### src/rtl/sa_pkg.sv
// Shared definitions for the systolic-array result drain.
// Build option: SA_DRAIN_TRANSPOSE_EN (column-per-beat read-out, see sa_snapshot_buf).
package sa_pkg;

  localparam int N     = 8;           // array dimension (rows = cols)
  localparam int DW    = 16;          // width of one result word
  localparam int IDXW  = $clog2(N);   // beat index width
  localparam int FLATW = N * N * DW;  // flattened tile width
  localparam int ROWW  = N * DW;      // one beat

  typedef enum logic [1:0] {
    IDLE   = 2'd0,
    WAIT   = 2'd1,
    STREAM = 2'd2
  } state_e;

  // Bit offset of Y_rc inside the flattened tile vector.
  function automatic int unsigned y_off(input int unsigned r, input int unsigned c);
    return ((r * N) + c) * DW;
  endfunction

endpackage

### src/rtl/sa_snapshot_buf.sv
// N*N*DW capture register with an N-way beat-select read port.
// Build option: SA_DRAIN_TRANSPOSE_EN selects column k instead of row k;
// only the read mux changes, the stored image is identical.
module sa_snapshot_buf
  import sa_pkg::*;
(
  input  logic            clk,
  input  logic            rst_n,
  input  logic            load,
  input  logic [FLATW-1:0] y_flat,
  input  logic [IDXW-1:0] sel,
  output logic [ROWW-1:0] data_out
);

  logic [FLATW-1:0] snap_q;
  logic [FLATW-1:0] snap_d;

  // Capture the whole tile only on the load strobe, otherwise hold
  always_comb begin
    if (load) begin
      snap_d = y_flat;
    end else begin
      snap_d = snap_q;
    end
  end

  // Snapshot storage, cleared on reset
  always_ff @(posedge clk or negedge rst_n) begin
    if (!rst_n) begin
      snap_q <= {FLATW{1'b0}};
    end else begin
      snap_q <= snap_d;
    end
  end

  // Beat read mux: row sel (default) or column sel (transposed build)
  always_comb begin
    data_out = {ROWW{1'b0}};
    for (int unsigned i = 0; i < N; i++) begin
`ifdef SA_DRAIN_TRANSPOSE_EN
      data_out[i*DW +: DW] = snap_q[y_off(i, 32'(sel)) +: DW];
`else
      data_out[i*DW +: DW] = snap_q[y_off(32'(sel), i) +: DW];
`endif
    end
  end

endmodule

### src/rtl/sa_result_drain.sv
// Result drain for the 8x8 systolic tile: waits LATENCY cycles after START,
// snapshots all accumulator outputs, then streams one row per VALID/READY beat.
// Build option: SA_DRAIN_TRANSPOSE_EN streams columns instead of rows.
module sa_result_drain
  import sa_pkg::*;
#(
  parameter int LATENCY = 22
) (
  input  logic                CLK,
  input  logic                RST_N,
  input  logic                START,
  input  logic [N*N*DW-1:0]   Y_FLAT,
  output logic                BUSY,
  output logic                OUT_VALID,
  input  logic                OUT_READY,
  output logic [N*DW-1:0]     OUT_DATA,
  output logic [IDXW-1:0]     OUT_ROW,
  output logic                OUT_LAST,
  output logic                DONE
);

  localparam logic [IDXW-1:0] LAST_IDX = IDXW'(N - 1);
  localparam logic [7:0]      CNT_LOAD = 8'(LATENCY - 1);

  state_e          state_q, state_d;
  logic [7:0]      cnt_q, cnt_d;
  logic [IDXW-1:0] idx_q, idx_d;
  logic            valid_q, valid_d;
  logic            last_q, last_d;
  logic            busy_q, busy_d;
  logic            done_q, done_d;
  logic            xfer_s;
  logic            load_s;

  // Next-state, wait counter and beat handshake; READY only affects the next edge
  always_comb begin
    state_d = state_q;
    cnt_d   = cnt_q;
    idx_d   = idx_q;
    valid_d = valid_q;
    last_d  = last_q;
    busy_d  = busy_q;
    done_d  = 1'b0;
    load_s  = 1'b0;
    xfer_s  = valid_q & OUT_READY;
    case (state_q)
      IDLE: begin
        if (START) begin
          state_d = WAIT;
          cnt_d   = CNT_LOAD;
          busy_d  = 1'b1;
        end else begin
          state_d = IDLE;
        end
      end
      WAIT: begin
        if (cnt_q == 8'd0) begin
          load_s  = 1'b1;
          state_d = STREAM;
          idx_d   = {IDXW{1'b0}};
          valid_d = 1'b1;
          last_d  = (LAST_IDX == {IDXW{1'b0}});
        end else begin
          cnt_d = cnt_q - 8'd1;
        end
      end
      STREAM: begin
        if (xfer_s) begin
          if (idx_q == LAST_IDX) begin
            state_d = IDLE;
            idx_d   = {IDXW{1'b0}};
            valid_d = 1'b0;
            last_d  = 1'b0;
            busy_d  = 1'b0;
            done_d  = 1'b1;
          end else begin
            idx_d  = idx_q + IDXW'(1'b1);
            last_d = ((idx_q + IDXW'(1'b1)) == LAST_IDX);
          end
        end else begin
          idx_d = idx_q;
        end
      end
      default: begin
        state_d = IDLE;
        cnt_d   = 8'd0;
        idx_d   = {IDXW{1'b0}};
        valid_d = 1'b0;
        last_d  = 1'b0;
        busy_d  = 1'b0;
      end
    endcase
  end

  // Control state and registered outputs
  always_ff @(posedge CLK or negedge RST_N) begin
    if (!RST_N) begin
      state_q <= IDLE;
      cnt_q   <= 8'd0;
      idx_q   <= {IDXW{1'b0}};
      valid_q <= 1'b0;
      last_q  <= 1'b0;
      busy_q  <= 1'b0;
      done_q  <= 1'b0;
    end else begin
      state_q <= state_d;
      cnt_q   <= cnt_d;
      idx_q   <= idx_d;
      valid_q <= valid_d;
      last_q  <= last_d;
      busy_q  <= busy_d;
      done_q  <= done_d;
    end
  end

  sa_snapshot_buf u_snap (
    .clk      (CLK),
    .rst_n    (RST_N),
    .load     (load_s),
    .y_flat   (Y_FLAT),
    .sel      (idx_q),
    .data_out (OUT_DATA)
  );

  assign BUSY      = busy_q;
  assign OUT_VALID = valid_q;
  assign OUT_ROW   = idx_q;
  assign OUT_LAST  = last_q;
  assign DONE      = done_q;

endmodule

### config.mk
export PLATFORM = sky130hd
export DESIGN_NAME = sa_result_drain
export DESIGN_NICKNAME = d
export VERILOG_FILES = /design/src/rtl/sa_pkg.sv /design/src/rtl/sa_snapshot_buf.sv /design/src/rtl/sa_result_drain.sv
export SDC_FILE = /design/constraint.sdc
export NUM_CORES = 2
export LEC_CHECK = 0
export ABC_CLOCK_PERIOD_IN_PS = 3100
export BUFFER_PORTS_ARGS = -buffer_cell sky130_fd_sc_hd__buf_2
export CAP_MARGIN = 20
export CORE_AREA = 2 2 454 456
export DETAILED_ROUTE_END_ITERATION = 12
export DIE_AREA = 0 0 456 458
export MAX_ROUTING_LAYER = met4
export PLACE_DENSITY = 0.49
export SYNTH_ARGS = -nofsm -noshare
export SYNTH_HDL_FRONTEND = slang
export SYNTH_SLANG_ARGS = --single-unit
### constraint.sdc
create_clock -name CLK -period 3.1 [get_ports CLK]
set_clock_uncertainty 0.05 [all_clocks]
set_input_delay 0.62 -clock CLK [delete_from_list [all_inputs] [get_ports CLK]]
set_output_delay 0.62 -clock CLK [all_outputs]
set_load 0.005 [all_outputs]
### Word-level counts from Yosys, hierarchy flattened

Index checks and enable logic that the tools add are counted.

* bitwise gates (word level): 4
* reductions and logical operators: 7
* shift operators: 8
* $add $sub $neg: 9
* equal/unequal tests: 9
* multiplexer cells: 27

Operators by type and width (count)
* 1024-bit by 33-bit indexed part select with 16-bit output: 7
* 1024-bit by 11-bit indexed part select with 16-bit output: 1
* 6-bit by 3-bit adder with 7-bit output, second input constant: 4
* 8-bit case mux with 3 select lines: 1
* 8-bit 2-to-1 mux: 2
* 6-bit by 2-bit adder with 7-bit output, second input constant: 2
* 1-bit 2-to-1 mux: 13
* 2-bit != test, second input constant: 5
* 3-bit 2-to-1 mux: 3
* 1-bit case mux with 3 select lines: 3
* 3-bit case mux with 3 select lines: 1
* 3-bit AND reduction: 3
* 8-bit zero test: 1
* 4-bit AND reduction: 2
* 8-bit by 1-bit subtractor with 8-bit output, second input constant: 1
* 6-bit by 1-bit adder with 7-bit output, second input constant: 1
* 3-bit == test, second input constant: 2
* 2-bit 2-to-1 mux: 3
* 2-bit case mux with 3 select lines: 1
* 3-bit by 1-bit adder with 3-bit output, second input constant: 1
* 1-bit NOT: 3
* 2-bit by 1-bit == test with 1-bit output, second input constant: 1
* 2-bit == test, second input constant: 1
* 2-bit zero test: 1
* 1-bit bitwise AND: 1

* register bits after elaboration: 1041
* logic and storage cells: 72
* output and inout port bits: 135

### Depth between registers and ports, before layout

* depth after elaboration: 5
* gate-level depth with buffers: 10
* mapped depth without buffers: 6

### Modules after synthesis

A second synthesis with hierarchy kept.

* cells, all modules: 2712
* area total of the unflattened synthesis: 46797.4 um2

Modules (own cells, without submodules)
* sa_snapshot_buf: area each 45834.0 um2, cells each 2617, times used 1
* sa_result_drain: area each 963.4 um2, cells each 95, times used 1

### Least setup slack after synthesis

Ideal clock, no wire load.

* kind: register to output
* start: register idx_q[0] (netlist: OUT_ROW[0])
* end: output OUT_DATA[10]
* setup slack: 0.474 ns
* data arrival time: 1.956 ns
* data required time: 2.430 ns
* stages on the path, launching flop included: 6
* path buffers: 3
* cell sequence: dfrtp_1 -> clkbuf_1 -> buf_2 -> buf_2 -> mux4_2 -> mux2_2

* longest elaborated chain between the ends: 1

RTL lines
* start: declaration: line sa_result_drain.sv:27 `logic [IDXW-1:0] idx_q, idx_d;`
* start signal: assignment: line sa_result_drain.sv:100 `idx_q <= {IDXW{1'b0}};`
* start signal: assignment: line sa_result_drain.sv:108 `idx_q <= idx_d;`
* 1024-bit by 11-bit indexed part select with 16-bit output: line sa_snapshot_buf.sv:43 `data_out[i*DW +: DW] = snap_q[y_off(32'(sel), i) +: DW];`
* end: declaration: line sa_result_drain.sv:16 `output logic [N*DW-1:0] OUT_DATA,`

Every way passes these cells.

### Worst setup path in the final report

* start: register idx_q[0] (netlist: OUT_ROW[0])
* end: output OUT_DATA[83]

* longest elaborated chain between the ends: 2

RTL lines
* 6-bit by 3-bit adder with 7-bit output: line sa_pkg.sv:19 `return ((r * N) + c) * DW;`
* 1024-bit by 33-bit indexed part select with 16-bit output: line sa_snapshot_buf.sv:43

Every way passes these cells.

==> summary.txt <==
Layout
  • NumNets Final: 5,988
  • Area growth from synthesis to layout: 54.7%
  • Design area: approximately 72,000 µm²
  • # fillers: around 20,000
  • Share of cells above drive strength 1: 56.5%
  • Finished Core Util: about a third
  • Non-Filler Instances: a little under 8,000

Floorplan
  • Die Span Y: 458 µm
  • Die area: ~210,000 µm²
  • Row count: roughly 170
  • Die X-Extent: 456 µm
  • IO Pins: 1,163
  • Core footprint: between 200,000 and 250,000 µm²
  • Initial Utilization: a little under a quarter

Placed design
  • Placed instance count: 6,520
  • Post-DP HPWL: between 100 and 150 mm
  • Pre-CTS setup slack: around 140 ps
  • Port bufs: roughly 1,200
  • GPL Wtd Cong: just under 0.9
  • Dpl cell area: between 50,000 and 60,000 µm²

Worst setup path
  • Required time of the critical path: 2430 ps
  • CP startpoint kind: flop
  • Crit path DAT: between 2000 and 3000 ps
  • CP Depth: 7
  • Critical path's largest stage delay: just under 500 ps
  • Worst-path cell chain: buf_12 -> buf_16 -> buf_12 -> buf_16 -> mux4_2 -> mux2_4 -> buf_6
  • Worst Setup End Kind: primary output
  • Worst Path Buf+Inv: 5
  • R2r worst-path depth: 7
  • Largest fanout on the critical path: 7
  • Crit-path leading delay family: multiplexers
  • Setup CP Type: reg -> out
  • Slowest cell on the critical path: dfrtp_4

Power
  • Leakage power total: 33.5 nW
  • Maximum vdd ir drop: just under 0.5 mV
  • Power Density: around 640 nW/µm²

Detailed routing
  • Drt first-iter violations: 1,733
  • Via count: between 30,000 and 40,000
  • Vias/cell: ~4.3
  • Drt drc: 0
  • Drt total wl: ~180 mm
  • Wire length per cell: approximately 23 µm
  • Routed Antenna Nets: 0
  • DRT Pass-1 Iters: 5

Logic synthesis
  • Syn_nets: ~3,800
  • Ys async rst share: 100%
  • Ys flop type: dfrtp_1
  • Cells after synthesis: roughly 2,700
  • Ranking of synthesized cells by area: dfrtp_1 56%, mux2_2 25%, mux4_2 12%
  • Number of synthesized flops with an enable pin: 0
  • Yosys top cell area share: around 56%
  • Yosys reg bits: about 1,000
  • Synth Cell Area: around 47,000 µm²
  • Count of cell types in the netlist: 41
  • Register area share after synthesis: about 56%
  • Synth Warn #: 0
  • Yosys top cell by area: dfrtp_1
  • Syn avg cell area: about 17 µm²

Status
  • Status: finished with violations
  • Violated checks: setup timing

Job
  • Max-cap viol count: 0

STA
  • Worst slew pin tran: 808 ps
  • PnR worst setup slack: -337 ps
  • Final Slew Violations: 0
  • Final setup fails: approximately 130
  • Final Critical Period: about 3400 ps
  • Final Hold Vio Count: 0
  • RSZ-0062 raised after global routing: yes
  • Fmax: roughly 290 MHz
  • Tcrit/Tclk final: 111%
  • Slew HR: a little under half

Global route
  • Largest net degree at the start of global routing: roughly 100
  • First-pass GRT wire length: approximately 260 mm
  • Grt total ovfl: 0
  • Initial antenna violation count: 65
  • Vias in the first global route: 37,300
  • Overall routing resource usage: between 10% and 20%

Clock tree
  • TritonCTS clock tree: done
  • Clk root buf: clkbuf_16
  • Clk buf depth: 3
  • Worst skew pair latency: 780 ps
  • CTS sink cnt: approximately 1,000
  • Total CTS buffers: 132
  • Clock transition at the registers of the reported paths: about 60 ps
  • H-Tree Depth: 4

Hold path
  • Worst Hold Depth: 2
  • Worst Hold Class: in -> reg
## routing by layer
metal / share of wire, % / track usage (%) / up-vias / wire length, µm
met3: 4.7 / 3.59 / 319 / 8490
met5: 0 / - / - / 0
met2: 51 / 29.4 / 1072 / 92400
met4: 4.1 / 7.02 / 0 / 7490
met1: 40 / 20.5 / 17200 / 73800
li1: - / - / 14800 / -
## final timing paths
path | end | slack (ps) | from
hold / removal | u_snap.snap_q[878]$_DFFE_PN0P_ | 70 | Y_FLAT[878]
max in group asynchronous | u_snap.snap_q[772]$_DFFE_PN0P_ | 1570 | RST_N
min in group asynchronous | u_snap.snap_q[293]$_DFFE_PN0P_ | 440 | RST_N
setup / recovery | OUT_DATA[83] | -340 | OUT_ROW[0]$_DFFE_PN0P_
hold reg to reg | u_snap.snap_q[876]$_DFFE_PN0P_ | 430 | u_snap.snap_q[876]$_DFFE_PN0P_
setup reg to reg | u_snap.snap_q[643]$_DFFE_PN0P_ | 280 | cnt_q[0]$_DFFE_PN0P_
## per-stage QoR
step | power (mW) | hold slack (ps) | setup TNS, ps
finish | 46.0 | 74.5 | -33570
floorplan | 24.6 | 274 | 0
global placement | 28.5 | 412 | 0
global route | 48.2 | 8.04 | -51260
detailed placement | 28.7 | 419 | 0
CTS | 46.2 | 0.202 | -46500
## power breakdown
group	internal, mW	switching, mW	total [mW]
Sequential	17.2	2.39	19.6
Combinational	6.83	3.69	10.5
Clock	9.34	6.55	15.9
## area by class of cell
class                           instances  area [µm²]  share of cell area (%)
Sequential cell                      1041       26100                    36.2
Multi-Input combinational cell       1481       19500                    27.1
Timing Repair Buffer                 2292       18300                    25.5
Clock buffer                          188        3830                    5.33
Tap cell                             2688        3360                    4.68
Clock inverter                         47         707                   0.983
Antenna cell                           55         138                   0.191
Inverter                                7        26.3                  0.0365
## sequential cells by signal, indices dropped and copies added (netlist names)
signal,count
cnt_q,8
OUT_LAST,1
DONE,1
state_q,2
u_snap.snap_q,1024
OUT_ROW,3
OUT_VALID,1
BUSY,1
## cell usage in the layout (no fill, tap or decap), types with 70 or more instances in the layout
cell / count
dfrtp_1: 1038
mux4_2: 256
buf_2: 1108
dlygate4sd3_1: 955
mux2_4: 70
buf_4: 78
clkbuf_16: 139
mux2_1: 108
mux2_2: 974
## kinds of logic (layout without fill, tap and decap cells)
kind of cell    after synthesis  in the layout  synth area share, %
xor+xnor                      1              1               0.0188
other cells                   0             55                    0
fa+ha+maj                     5              5                0.135
mux                        1408           1408                 40.3
compound gates               35             35                0.495
buf+inv                     195           2534                 2.68
simple gates                 32             32                0.377
flops                      1041           1041                 56.0
## Yosys cell counts, types with 3 or more instances
master	count
a21oi_1	7
mux4_2	256
buf_2	39
a31oi_1	4
o21ai_0	6
a211oi_1	3
buf_8	10
buf_4	80
mux2_1	108
nor2_1	9
buf_1	8
inv_1	7
nand2_1	6
dfrtp_1	1041
a22o_1	3
o22ai_1	4
ha_1	5
nor2b_1	3
clkbuf_1	44
mux2_2	1044
buf_6	7
## timing repair
item,CTS,global route
resized for setup,68,127
gates cloned,4,6
buffers inserted,17,7
hold buffers,955,0
endpoints found under the hold margin,975,0
endpoints found under the setup margin,128,128
No activity file was read; power rests on OpenSTA's default activity.
